## src/rtl/mul_pkg.sv

```systemverilog
// rtl/mul_pkg.sv - shared op encodings and result-select helper for mul_pipe
// Contents:
//   OP_W       width of the op field
//   MAX_W      widest operand width the select helper handles
//   mul_op_e   MUL_LO=00, MUL_HSS=01, MUL_HSU=10, MUL_HUU=11
//   mul_select picks the low or high W-bit word of a 2W-bit product
package mul_pkg;

    localparam int OP_W  = 2;
    localparam int MAX_W = 64;

    typedef enum logic [OP_W-1:0] {
        MUL_LO  = 2'b00,
        MUL_HSS = 2'b01,
        MUL_HSU = 2'b10,
        MUL_HUU = 2'b11
    } mul_op_e;

    // p carries the 2W-bit product zero-extended to 2*MAX_W bits.
    // The caller keeps only the low W bits of the return value.
    function automatic logic [MAX_W-1:0] mul_select(input logic [2*MAX_W-1:0] p,
                                                    input mul_op_e op,
                                                    input int unsigned w);
        logic [2*MAX_W-1:0] s;
        s = (op == MUL_LO) ? p : (p >> w);
        return s[MAX_W-1:0];
    endfunction

endpackage

```

## src/rtl/mul_pipe_if.sv

```systemverilog
// rtl/mul_pipe_if.sv - request/result handshake bundle for mul_pipe
// Signals:
//   in_valid/in_ready   request handshake, in_op/in_a/in_b/in_tag request payload
//   out_valid/out_ready result handshake, out_data/out_tag result payload
// Modports: slave = the multiplier, master = the issuing/consuming side
interface mul_pipe_if #(
    parameter int W     = 32,
    parameter int TAG_W = 5
);
    import mul_pkg::*;

    logic             in_valid;
    logic             in_ready;
    mul_op_e          in_op;
    logic [W-1:0]     in_a;
    logic [W-1:0]     in_b;
    logic [TAG_W-1:0] in_tag;
    logic             out_valid;
    logic             out_ready;
    logic [W-1:0]     out_data;
    logic [TAG_W-1:0] out_tag;

    modport slave (
        input  in_valid, in_op, in_a, in_b, in_tag, out_ready,
        output in_ready, out_valid, out_data, out_tag
    );

    modport master (
        output in_valid, in_op, in_a, in_b, in_tag, out_ready,
        input  in_ready, out_valid, out_data, out_tag
    );

endinterface

```

## src/rtl/mul_stage.sv

```systemverilog
// rtl/mul_stage.sv - one pipeline slice {valid, op, tag, data}
// Ports:
//   clk, rst_n    clock, asynchronous active-low reset (clears everything)
//   en            shift enable; when low the slice holds, bubbles included
//   flush         clears valid at the next edge regardless of en
//   in_*/out_*    slice input and registered output
module mul_stage
    import mul_pkg::*;
#(
    parameter int DATA_W = 64,
    parameter int TAG_W  = 5
) (
    input  logic              clk,
    input  logic              rst_n,
    input  logic              en,
    input  logic              flush,
    input  logic              in_valid,
    input  mul_op_e           in_op,
    input  logic [TAG_W-1:0]  in_tag,
    input  logic [DATA_W-1:0] in_data,
    output logic              out_valid,
    output mul_op_e           out_op,
    output logic [TAG_W-1:0]  out_tag,
    output logic [DATA_W-1:0] out_data
);

    always_ff @(posedge clk or negedge rst_n) begin
        if (!rst_n) begin
            out_valid <= 1'b0;
            out_op    <= MUL_LO;
            out_tag   <= '0;
            out_data  <= '0;
        end else begin
            if (flush) begin
                out_valid <= 1'b0;
            end else if (en) begin
                out_valid <= in_valid;
            end
            // Payload of a flushed slice is don't-care, so it needs no flush term.
            if (en) begin
                out_op   <= in_op;
                out_tag  <= in_tag;
                out_data <= in_data;
            end
        end
    end

endmodule

```

## src/rtl/mul_pipe.sv

```systemverilog
// rtl/mul_pipe.sv - fully pipelined W-bit MUL/MULH/MULHSU/MULHU unit with tag, flush and backpressure
// Parameters: W operand width (8..64), LATENCY accept-to-result cycles (>=1), TAG_W tag width
// Ports:
//   clk, rst_n  clock, asynchronous active-low reset
//   flush       squash every in-flight op; blocks the input in the same cycle
//   busy        any stage holds a valid op
//   bus         mul_pipe_if slave: request in, result out
module mul_pipe
    import mul_pkg::*;
#(
    parameter int W       = 32,
    parameter int LATENCY = 3,
    parameter int TAG_W   = 5
) (
    input  logic       clk,
    input  logic       rst_n,
    input  logic       flush,
    output logic       busy,
    mul_pipe_if.slave  bus
);

    logic [LATENCY-1:0] v;
    mul_op_e            op_q   [LATENCY];
    logic [TAG_W-1:0]   tag_q  [LATENCY];
    logic [2*W-1:0]     data_q [LATENCY];
    // prod[i] is the product as seen after stage i; stage 0 holds operands instead.
    logic [2*W-1:0]     prod   [LATENCY];

    logic advance;
    logic accept;

    // Global stall: the whole pipe moves only when the last slot can drain.
    assign advance      = !v[LATENCY-1] || bus.out_ready;
    assign bus.in_ready = advance && !flush && rst_n;
    assign accept       = bus.in_valid && bus.in_ready;

    // Operands are sign/zero-extended straight to 2W+2 bits so a plain
    // unsigned multiply truncated to 2W+2 bits equals the signed product.
    logic [W-1:0]     a_q;
    logic [W-1:0]     b_q;
    logic             sign_a;
    logic             sign_b;
    logic [2*W+1:0]   ext_a;
    logic [2*W+1:0]   ext_b;
    logic [2*W+1:0]   p_full;
    logic             unused_p;

    assign a_q      = data_q[0][2*W-1:W];
    assign b_q      = data_q[0][W-1:0];
    assign sign_a   = (op_q[0] == MUL_HSS || op_q[0] == MUL_HSU) && a_q[W-1];
    assign sign_b   = (op_q[0] == MUL_HSS) && b_q[W-1];
    assign ext_a    = {{(W+2){sign_a}}, a_q};
    assign ext_b    = {{(W+2){sign_b}}, b_q};
    assign p_full   = ext_a * ext_b;
    assign prod[0]  = p_full[2*W-1:0];
    assign unused_p = ^p_full[2*W+1:2*W];

    for (genvar i = 0; i < LATENCY; i++) begin : g_stage
        if (i == 0) begin : g_first
            mul_stage #(.DATA_W(2*W), .TAG_W(TAG_W)) u_stage (
                .clk       (clk),
                .rst_n     (rst_n),
                .en        (advance),
                .flush     (flush),
                .in_valid  (accept),
                .in_op     (bus.in_op),
                .in_tag    (bus.in_tag),
                .in_data   ({bus.in_a, bus.in_b}),
                .out_valid (v[i]),
                .out_op    (op_q[i]),
                .out_tag   (tag_q[i]),
                .out_data  (data_q[i])
            );
        end else begin : g_rest
            mul_stage #(.DATA_W(2*W), .TAG_W(TAG_W)) u_stage (
                .clk       (clk),
                .rst_n     (rst_n),
                .en        (advance),
                .flush     (flush),
                .in_valid  (v[i-1]),
                .in_op     (op_q[i-1]),
                .in_tag    (tag_q[i-1]),
                .in_data   (prod[i-1]),
                .out_valid (v[i]),
                .out_op    (op_q[i]),
                .out_tag   (tag_q[i]),
                .out_data  (data_q[i])
            );
            assign prod[i] = data_q[i];
        end
    end

    // The op travels with the product so the word select happens at the output.
    logic [2*MAX_W-1:0] p_wide;
    logic [MAX_W-1:0]   sel;
    logic               unused_sel;

    always_comb begin
        p_wide         = '0;
        p_wide[2*W-1:0] = prod[LATENCY-1];
    end

    assign sel           = mul_select(p_wide, op_q[LATENCY-1], W);
    assign unused_sel    = ^sel;
    assign bus.out_data  = sel[W-1:0];
    assign bus.out_valid = v[LATENCY-1];
    assign bus.out_tag   = tag_q[LATENCY-1];
    assign busy          = |v;

endmodule

```

## src/flat_wrapper.sv

```systemverilog
// flat-port wrapper written by rule: the top's interface ports become plain ports
module mul_pipe_flat import mul_pkg::*;
#(
    parameter int W       = 32,
    parameter int LATENCY = 3,
    parameter int TAG_W   = 5
)
  (clk, rst_n, flush, busy, bus_in_valid, bus_in_op, bus_in_a, bus_in_b, bus_in_tag, bus_out_ready, bus_in_ready, bus_out_valid, bus_out_data, bus_out_tag);
  mul_pipe_if #(.W(W), .TAG_W(TAG_W)) bus_i ();
  input  logic clk;
  input  logic rst_n;
  input  logic flush;
  output logic busy;
  input wire logic [$bits(bus_i.in_valid)-1:0] bus_in_valid;
  input wire logic [$bits(bus_i.in_op)-1:0] bus_in_op;
  input wire logic [$bits(bus_i.in_a)-1:0] bus_in_a;
  input wire logic [$bits(bus_i.in_b)-1:0] bus_in_b;
  input wire logic [$bits(bus_i.in_tag)-1:0] bus_in_tag;
  input wire logic [$bits(bus_i.out_ready)-1:0] bus_out_ready;
  output wire logic [$bits(bus_i.in_ready)-1:0] bus_in_ready;
  output wire logic [$bits(bus_i.out_valid)-1:0] bus_out_valid;
  output wire logic [$bits(bus_i.out_data)-1:0] bus_out_data;
  output wire logic [$bits(bus_i.out_tag)-1:0] bus_out_tag;
  assign bus_i.in_valid = bus_in_valid;
  assign bus_i.in_op = bus_in_op;
  assign bus_i.in_a = bus_in_a;
  assign bus_i.in_b = bus_in_b;
  assign bus_i.in_tag = bus_in_tag;
  assign bus_i.out_ready = bus_out_ready;
  assign bus_in_ready = bus_i.in_ready;
  assign bus_out_valid = bus_i.out_valid;
  assign bus_out_data = bus_i.out_data;
  assign bus_out_tag = bus_i.out_tag;
  mul_pipe #(.W(W), .LATENCY(LATENCY), .TAG_W(TAG_W)) u_core (.clk(clk), .rst_n(rst_n), .flush(flush), .busy(busy), .bus(bus_i));
endmodule
```

## config.mk

```make
export PLATFORM = sky130hd
export DESIGN_NAME = mul_pipe_flat
export DESIGN_NICKNAME = d
export VERILOG_FILES = /design/src/rtl/mul_pkg.sv /design/src/rtl/mul_pipe_if.sv /design/src/rtl/mul_stage.sv /design/src/rtl/mul_pipe.sv /design/src/flat_wrapper.sv
export SDC_FILE = /design/constraint.sdc
export NUM_CORES = 2
export LEC_CHECK = 0
export ABC_AREA = 1
export BUFFER_PORTS_ARGS = -buffer_cell sky130_fd_sc_hd__buf_2
export CORE_MARGIN = 2
export CORE_UTILIZATION = 40
export CTS_CLUSTER_SIZE = 14
export DETAILED_ROUTE_END_ITERATION = 7
export PLACE_DENSITY = 0.55
export SETUP_SLACK_MARGIN = 0.1
export SKIP_CTS_REPAIR_TIMING = 1
export SYNTH_ARGS = -nofsm -noshare
export SYNTH_HDL_FRONTEND = slang
export SYNTH_SLANG_ARGS = --single-unit
```

## constraint.sdc

```tcl
create_clock -name clk -period 10.34 [get_ports clk]
set_input_delay 1.551 -clock clk [delete_from_list [all_inputs] [get_ports clk]]
set_output_delay 1.551 -clock clk [all_outputs]
set_load 0.03 [all_outputs]
```

==> results by group <==
Floorplan
  – Die height: approximately 350 um
  – Initial Util: between 40% and 50%
  – Placement Rows: 127
  – Ports: 116
  – Die X-Extent: approximately 350 um
  – Die Footprint: between 0.1 and 0.15 mm2
  – Total core area: around 0.12 mm2

Route
  – DR WL/cell: around 19 um
  – Avg Vias per Cell: around 4.8
  – Met2 WL post-DR: approximately 69 mm
  – Routed wl met3: slightly above 7 mm
  – Via count: around 37000
  – Wire length on met1: between 60 and 70 mm
  – DRT Pass-1 Iters: 5
  – DRC viols: 0
  – WL final: 141 mm
  – Antenna Violating Nets Remaining: 0
  – Top Metal Used: met5
  – Initial drt markers: about 2300

CTS
  – Clock Tree Buf Depth: 3
  – Latest clock arrival within the worst-skew pair: 600 ps
  – Max H-tree Level: 1
  – Root Driver: clkbuf_16
  – TritonCTS Buffers: 26
  – CTS clk-pin slew, worst paths: around 70 ps
  – Clk sinks: about 220
  – TritonCTS clock tree: yes

STA
  – Final setup TNS: 0 ps
  – Final setup viols: 0
  – Worst Clk Skew: between 40 and 50 ps
  – Setup repair after global routing missed its margin: false
  – Tmin final: around 8500 ps
  – Fmax: approximately 120 MHz
  – Worst-Margin Slew: approximately 1200 ps
  – Setup ws final: roughly 1800 ps
  – Tcrit/Tclk final: 82.5%
  – Final count of hold timing violations: 0
  – Worst slew margin: ~18%
  – Slew Limit Fails: 0

Placement
  – Worst slack, placed: 1880 ps
  – DPL Wire Length: 119 mm
  – Port bufs: between 100 and 150
  – Final Wtd Congestion: between 0.9 and 1

Global route
  – Largest net degree at the start of global routing: 192
  – Initial antenna violation count: 4
  – Vias in the first global route: around 40000
  – First-pass GRT wire length: between 200 and 250 mm
  – GR Util All Layers: approximately a quarter
  – Congestion Overflow GR: 0

Synthesis
  – Synth cell types: 38
  – Post-synth EDFFs: 0
  – Post-Syn Nets: around 7500
  – YS warnings: 0
  – Cell Area, Synth: 0.0483 mm2
  – Post-synth top flop: dfrtp_1
  – Avg Cell Area, Syn: about 8.0 um2
  – Register area share after synthesis: ~11%
  – Syn Inst Count: 6048
  – Yosys reg bits: approximately 220
  – Synth async-reset ratio: between 90% and 100%

Critical path
  – Data required, critical path: about 11000 ps
  – Worst Path Max Fanout: 13
  – Critical Path Source Type: register
  – CP Data Arrival Time: ~9000 ps
  – Setup crit end kind: register
  – Crit path kind: register to register

Hold path
  – Hold Crit Class: register to register

Layout
  – Nets: about 7400
  – Area Overhead vs Synth: 6.23%
  – Commonest cells after routing, fill and taps aside: 1905 x nand2_1, 1655 x inv_1, 1125 x fa_1
  – Commonest non-fill, non-tap cell in the layout: nand2_1
  – Filler cells: about 12000
  – Share of layout cells above drive strength 1: 4.52%

Run status
  – Status: completed

Job
  – Total of max-cap violations: 0
## final timing paths
| path | from | end | slack (ps) | depth (start not counted) |
|---|---|---|---|---|
| max reg2reg | u_core.g_stage[0].g_first.u_stage.out_op[0]$_DFFE_PN0N_ | u_core.g_stage[1].g_rest.u_stage.out_data[42]$_DFFE_PN0N_ | 1810 | 24 |
| min | u_core.g_stage[1].g_rest.u_stage.out_data[8]$_DFFE_PN0N_ | u_core.g_stage[2].g_rest.u_stage.out_data[8]$_DFFE_PN0N_ | 470 | 2 |
| max in group asynchronous | rst_n | u_core.g_stage[0].g_first.u_stage.out_data[24]$_DFFE_PN0N_ | 7920 | 2 |
| min in group asynchronous | rst_n | u_core.g_stage[1].g_rest.u_stage.out_tag[0]$_DFFE_PN0N_ | 990 | 1 |
| max | u_core.g_stage[0].g_first.u_stage.out_op[0]$_DFFE_PN0N_ | u_core.g_stage[1].g_rest.u_stage.out_data[42]$_DFFE_PN0N_ | 1810 | 24 |
| min reg2reg | u_core.g_stage[1].g_rest.u_stage.out_data[8]$_DFFE_PN0N_ | u_core.g_stage[2].g_rest.u_stage.out_data[8]$_DFFE_PN0N_ | 470 | 2 |
## metal layers
layer	GRT usage [%]	vias up
li1	-	16700
met1	33.0	18800
met2	40.4	868
met3	2.73	159
met4	5.52	2
met5	0	-
## state kept, by name, indices dropped and copies added (netlist names)
name                                      flops
u_core.g_stage.g_rest.u_stage.out_tag        10
u_core.g_stage.g_rest.u_stage.out_data      128
u_core.g_stage.g_first.u_stage.out_valid      1
u_core.g_stage.g_rest.u_stage.out_op          4
u_core.g_stage.g_first.u_stage.out_data      64
u_core.g_stage.g_first.u_stage.out_op         2
u_core.g_stage.g_first.u_stage.out_tag        5
u_core.g_stage.g_rest.u_stage.out_valid       2
## worst max-delay path, cell delays in order (launching register included)
cell	delay [ps]
dfrtp_1	400
ha_1	800
nor2_1	260
fa_1	630
fa_1	630
fa_1	510
inv_1	440
fa_1	510
inv_1	80
fa_1	440
fa_1	540
inv_1	50
fa_1	460
fa_1	500
inv_1	40
ha_1	460
nand2_1	170
nor2_1	320
nand2_1	170
nor2_1	380
nand3_1	260
nand3_1	150
nand2_1	60
nand3_1	100
nand2_1	60
## area by class of cell
cell class	count	area, um2	share of cell area, %
clock inverters	14	200	0.391
inverters	1658	6230	12.2
clock buffers	33	708	1.38
well taps	1612	2020	3.93
multi-input cells	3862	35500	69.2
repair buffers	196	1230	2.40
flip-flops and latches	216	5410	10.6
diodes	2	5.00	0.00976
## per-stage QoR
step	instance area, um2	utilization [%]	hold slack [ps]	std cells
CTS	51300	42.8	479	7591
global route	51300	42.8	496	7591
floorplan	48300	-	442	6048
global placement	50300	42.0	452	7544
detailed placement	50300	42.0	465	7544
finish	51300	42.8	474	7593
## cells in the mapped netlist, types with 6 or more instances
library cell     n  area (um2)
ha_1           213        2670
dfrtp_1        216        5410
nand2_1       1905        7150
fa_1          1125       22500
nand3b_1         9        67.6
nand3_1        115         576
or2_2            6        37.5
a21oi_1         72         360
xnor2_1         15         131
o21ai_1         11        55.1
o31ai_1          6        45.0
nand4_1         18         113
buf_2            6        30.0
o21ai_0        134         671
clkbuf_1       298        1120
inv_1         1656        6220
o21bai_1        10        75.1
nor2_1         186         698
buf_1            8        30.0
## cell families after synthesis
kind of cell	after synthesis	synth area share [%]
xor+xnor	20	0.363
fa+ha+maj	1338	52.2
flops	216	11.2
compound gates	243	2.67
buf+inv	1970	15.3
simple gates	2261	18.2
Power is not shown: default switching activity piles up to over one toggle a cycle in this logic, so the estimate is an artifact.
